===== config.mk =====
export PLATFORM = sky130hd
export DESIGN_NAME = load_store_unit
export DESIGN_NICKNAME = d
export VERILOG_FILES = /design/src/rtl/load_store_unit.sv
export SDC_FILE = /design/constraint.sdc
export NUM_CORES = 1
export LEC_CHECK = 0
export ABC_CLOCK_PERIOD_IN_PS = 4280
export BUFFER_PORTS_ARGS = -buffer_cell sky130_fd_sc_hd__buf_2
export CAP_MARGIN = 20
export CELL_PAD_IN_SITES_DETAIL_PLACEMENT = 2
export CELL_PAD_IN_SITES_GLOBAL_PLACEMENT = 2
export CORE_ASPECT_RATIO = 1.1
export CORE_MARGIN = 2
export CORE_UTILIZATION = 33
export CTS_CLUSTER_SIZE = 24
export DETAILED_ROUTE_END_ITERATION = 16
export PLACE_DENSITY_LB_ADDON = 0.1
export RECOVER_POWER = 50
export SETUP_SLACK_MARGIN = 0.15
export SLEW_MARGIN = 20
export SYNTH_ARGS = -nofsm -noshare
export SYNTH_HDL_FRONTEND = slang
export SYNTH_SLANG_ARGS = --single-unit

===== constraint.sdc =====
create_clock -name clk -period 4.28 [get_ports clk]
set_input_delay 0.856 -clock clk [delete_from_list [all_inputs] [get_ports clk]]
set_output_delay 0.856 -clock clk [all_outputs]
set_load 0.01 [all_outputs]

===== src/rtl/load_store_unit.sv =====
// Data-memory stage: byte/half/word loads and stores over a req/ack word bus.
// Stalls the core while an access is outstanding and aborts after TIMEOUT cycles.
//
//   state  | meaning
//   IDLE   | waiting for MemRead/MemWrite; an illegal request pulses LsuError here
//   ACCESS | bus_req held with registered address/data until ack or timeout
//   DONE   | instruction retires, Stall low, error flag reported then cleared
module load_store_unit #(
  parameter int unsigned TIMEOUT = 255
) (
  input  logic        clk,
  input  logic        reset,
  input  logic        MemRead,
  input  logic        MemWrite,
  input  logic [2:0]  Funct3,
  input  logic [31:0] Mem_WrAddr,
  input  logic [31:0] Mem_WrData,
  output logic [31:0] ReadData,
  output logic        Stall,
  output logic        LsuError,
  output logic        bus_req,
  output logic        bus_we,
  output logic [31:0] bus_addr,
  output logic [31:0] bus_wdata,
  output logic [3:0]  bus_be,
  input  logic        bus_ack,
  input  logic [31:0] bus_rdata
);

  localparam logic [7:0] CNT_LAST = 8'(TIMEOUT - 1);

  typedef enum logic [1:0] {
    IDLE   = 2'd0,
    ACCESS = 2'd1,
    DONE   = 2'd2
  } state_t;

  state_t      state;
  state_t      state_nxt;
  logic [7:0]  cnt;
  logic        err_flag;
  logic [2:0]  f3_q;
  logic [1:0]  lane_q;

  logic        mem_req;
  logic        is_store;
  logic        illegal;
  logic        accept;
  logic        reject;
  logic        ack_hit;
  logic        timeout_hit;
  logic [1:0]  lane;
  logic [3:0]  be_nxt;
  logic [31:0] wdata_nxt;
  logic [7:0]  byte_v;
  logic [15:0] half_v;
  logic [31:0] load_val;

  assign mem_req  = MemRead | MemWrite;
  assign is_store = MemWrite;
  assign lane     = Mem_WrAddr[1:0];

  always_comb begin
    illegal = 1'b1;
    case (Funct3)
      3'b000:         illegal = 1'b0;
      3'b001:         illegal = lane[0];
      3'b010:         illegal = (lane != 2'b00);
      3'b100:         illegal = is_store;
      3'b101:         illegal = is_store | lane[0];
      default:        illegal = 1'b1;
    endcase
  end

  // Stores replicate the datum across lanes so the bus only needs byte enables.
  always_comb begin
    be_nxt    = 4'b1111;
    wdata_nxt = '0;
    if (is_store) begin
      case (Funct3)
        3'b000: begin
          be_nxt    = 4'b0001 << lane;
          wdata_nxt = {4{Mem_WrData[7:0]}};
        end
        3'b001: begin
          be_nxt    = 4'b0011 << {lane[1], 1'b0};
          wdata_nxt = {2{Mem_WrData[15:0]}};
        end
        default: begin
          be_nxt    = 4'b1111;
          wdata_nxt = Mem_WrData;
        end
      endcase
    end
  end

  always_comb begin
    byte_v = bus_rdata[7:0];
    case (lane_q)
      2'd0:    byte_v = bus_rdata[7:0];
      2'd1:    byte_v = bus_rdata[15:8];
      2'd2:    byte_v = bus_rdata[23:16];
      default: byte_v = bus_rdata[31:24];
    endcase
    half_v = lane_q[1] ? bus_rdata[31:16] : bus_rdata[15:0];
    case (f3_q)
      3'b000:  load_val = {{24{byte_v[7]}}, byte_v};
      3'b100:  load_val = {24'h0, byte_v};
      3'b001:  load_val = {{16{half_v[15]}}, half_v};
      3'b101:  load_val = {16'h0, half_v};
      default: load_val = bus_rdata;
    endcase
  end

  always_comb begin
    state_nxt   = state;
    Stall       = 1'b0;
    LsuError    = 1'b0;
    accept      = 1'b0;
    reject      = 1'b0;
    ack_hit     = 1'b0;
    timeout_hit = 1'b0;
    case (state)
      IDLE: begin
        if (reset && mem_req) begin
          if (illegal) begin
            reject   = 1'b1;
            LsuError = 1'b1;
          end else begin
            accept    = 1'b1;
            Stall     = 1'b1;
            state_nxt = ACCESS;
          end
        end
      end
      ACCESS: begin
        Stall = 1'b1;
        if (bus_ack) begin
          ack_hit   = 1'b1;
          state_nxt = DONE;
        end else if (cnt == CNT_LAST) begin
          timeout_hit = 1'b1;
          state_nxt   = DONE;
        end
      end
      DONE: begin
        LsuError  = err_flag;
        state_nxt = IDLE;
      end
      default: state_nxt = IDLE;
    endcase
  end

  always_ff @(posedge clk or negedge reset) begin
    if (!reset) state <= IDLE;
    else        state <= state_nxt;
  end

  always_ff @(posedge clk or negedge reset) begin
    if (!reset) begin
      ReadData  <= '0;
      bus_req   <= 1'b0;
      bus_we    <= 1'b0;
      bus_addr  <= '0;
      bus_wdata <= '0;
      bus_be    <= '0;
      cnt       <= '0;
      err_flag  <= 1'b0;
      f3_q      <= '0;
      lane_q    <= '0;
    end else begin
      if (accept) begin
        bus_req   <= 1'b1;
        bus_we    <= is_store;
        bus_addr  <= {Mem_WrAddr[31:2], 2'b00};
        bus_wdata <= wdata_nxt;
        bus_be    <= be_nxt;
        f3_q      <= Funct3;
        lane_q    <= lane;
        cnt       <= '0;
        err_flag  <= 1'b0;
      end
      if (state == ACCESS) cnt <= cnt + 8'd1;
      if (ack_hit) begin
        bus_req <= 1'b0;
        if (!bus_we) ReadData <= load_val;
      end
      if (timeout_hit) begin
        bus_req  <= 1'b0;
        ReadData <= '0;
        err_flag <= 1'b1;
      end
      if (reject) ReadData <= '0;
      if (state == DONE) begin
        cnt      <= '0;
        err_flag <= 1'b0;
      end
    end
  end

endmodule


==> out/qor.txt <==
NetSw = 1.38 mW
Critical path class = input pin to async pin
CTS tree = built
Netlist Area Pre-Place = 5810 um^2
Post-synth EDFFs = 0
Seq/Total Area, Yosys = 0.500
Clock latency on the worst-skew pair = 410 ps
Starting DRT DRC Count = 152
Largest net degree at the start of global routing = 120
Setup WS post-layout = 1030 ps
Initial core utilization = 0.339
Avg Vias per Cell = 5.19
Routed wl met2 = 10000 um
Max VDD drop = 0.258 mV
# fillers = 1935
RePlAce Congestion = 0.776
Final min period = 3250 ps
Share of flip-flops with an asynchronous set or reset = 1.00
Slew Limit Headroom = -0.213
Die X = 131 um
Num CTS Buffers = 17
Int Power = 2.70 mW
Clk buf depth = 2
Final period util = 0.760
Delay-heaviest family, CP = buffers and inverters
Combinational power share = 0.255
Final HPWL DP = 13600 um
Crit-path slowest cell = clkbuf_2
Hold-fix buffers, CTS = 0
H-tree levels = 4
Routed WL = 19200 um
Crit path cell chain = clkbuf_1 > buf_4 > clkbuf_2
Failing checks = capacitance limit, slew limit
Post-synth top flop = dfrtp_1
Measured slew at the worst slew-check pin = 1820 ps
Share of the synthesized area in the top cell type = 0.500
Critical path buffers and inverters = 3
Clk sinks = 116
Row count = 50
Initial antenna violation count = 3
MaxCap Viol Count = 1
Clock Skew = 6.39 ps
Number of port buffers = 205
Final net count = 827
Yosys reg bits = 116
DRC violations left = 0
Startpoint types = input pin
Pre-CTS setup slack = 1010 ps
Post-Place Cells = 936
Drt pass-1 iters = 4
First-pass GRT wire length = 30500 um
Top Ports = 208
Total negative slack = 0 ps
Die height = 143 um
Worst min path class = input pin to async pin
Final Util = 0.432
Status = finished, violations left
WP data arrival = 3420 ps
DR vias = 5027
Max Fclk = 307 MHz
Post-CTS Setup Repair Bufs = 0
Ant. Diodes = 0
M1 WL = 7510 um
Syn Area/Cell = 10.9 um^2
Max Used Layer = met5
Crit-path max FO = 68
Met3 WL = 1400 um
Max incr delay on CP = 1400 ps
Proportion of layout cells with a drive suffix above 1 = 0.259
Fin cells = 968
CP Capture Type = async pin
ANT nets after route = 0
Root buffer cell = clkbuf_16
Die area = 18700 um^2
Syn Inst Count = 534
Power Density = 550 nW/um^2
Pleak = 3.27 nW
Clock-pin slew of the registers on the worst-case setup and hold paths = 60 ps
Yosys top cell by area = dfrtp_1
YS warnings = 0
Sequential group share of total power = 0.402
WL/cell = 19.8 um
Core area = 17100 um^2
CTS-repair resized insts = 0
Switch share = 0.338
Total GRT Usage = 0.213
Synth top area cells = dfrtp_1 (50%), mux2_2 (8.1%), mux2_1 (5.0%), nand2_1 (4.9%), a221o_1 (2.8%)
Clk pwr share = 0.343
Area Growth Syn to Fin = 27.5%
Critical Path RT = 4450 ps
Final setup fails = 0
Hold slack = 423 ps
Synth cell types = 51
Vias in the first global route = 5654
GRT overflow = 0
Final Slew Violations = 69
Fin. Hold Viols = 0
RSZ-0062 raised after global routing = no
-- cell type report --
type / count / area [um^2] / area share
flip-flops and latches: 116 / 2900 / 0.392
multi-input cells: 370 / 2660 / 0.359
repair buffers: 211 / 955 / 0.129
clock buffers: 20 / 447 / 0.0603
well taps: 234 / 293 / 0.0395
clock inverters: 12 / 131 / 0.0177
inverters: 5 / 18.8 / 0.00253
-- registers in the layout (all words and copies together) (netlist names) --
signal / cells
cnt: 8
bus_we: 1
f3_q: 3
err_flag: 1
ReadData: 32
bus_addr: 30
state: 2
bus_wdata: 32
lane_q: 2
bus_req: 1
bus_be: 4
-- cell usage in the layout (no fill, tap or decap), drive strengths merged, types with 9 or more instances in the layout --
master | netlist | final
o21ai | 38 | 38
o31ai | 18 | 18
a21oi | 12 | 12
a32o | 9 | 9
nand2 | 76 | 76
nand2b | 12 | 12
buf | 28 | 109
nor2 | 28 | 28
nand3b | 10 | 10
mux2i | 14 | 14
a221o | 16 | 16
clkbuf | 16 | 122
nand3 | 12 | 12
mux2 | 69 | 69
dfrtp | 116 | 116
-- final timing paths --
check,slack [ps],startpoint,to,cells past startpoint
max,1030,reset,ReadData[4],3
min,420,reset,bus_wdata[12],1
max reg2reg,1810,state[1],ReadData[18],5
min reg2reg,480,bus_be[0],bus_be[0],2
max in group clk,1050,MemWrite,LsuError,5
min in group clk,480,bus_be[0],bus_be[0],2
-- cell families after synthesis --
group,count (synthesis),share of synthesized area
AOI/OAI and AO/OA,128,0.167
other,1,0.000645
DFF,116,0.500
muxes,83,0.158
adders and majority gates,2,0.00431
and+or+nand+nor,155,0.124
buffers and inverters,49,0.0459
-- metal layers --
metal	track usage	vias up
li1	-	2320
met1	0.241	2536
met2	0.378	143
met3	0.0779	24
met4	0.0510	4
met5	0	-
-- synthesized netlist by cell type (12+ instances only) --
| cell | number |
|---|---|
| buf_2 | 15 |
| a21oi_1 | 12 |
| nor2_1 | 28 |
| nand2_1 | 76 |
| nand2b_1 | 12 |
| mux2_1 | 26 |
| o21ai_0 | 29 |
| dfrtp_1 | 116 |
| clkbuf_1 | 16 |
| mux2i_1 | 14 |
| mux2_2 | 42 |
| o31ai_1 | 18 |
| nand3_1 | 12 |
| a221o_1 | 16 |
-- power groups by stage --
stage | clock network [mW] | registers (mW) | logic, mW
floorplan | 0 | 1.65 | 0.595
global placement | 0 | 1.63 | 1.08
detailed placement | 0 | 1.65 | 1.12
CTS | 1.44 | 1.63 | 1.13
global route | 1.49 | 1.69 | 1.16
finish | 1.40 | 1.64 | 1.04
-- through the flow --
step	power (mW)	cell area, um^2
4_1_cts	4.20	7540
3_3_place_gp	2.70	6960
2_1_floorplan	2.25	5810
5_1_grt	4.34	7410
3_5_place_dp	2.77	6960
6_report	4.07	7410
Power figures use the tool's default switching activity.
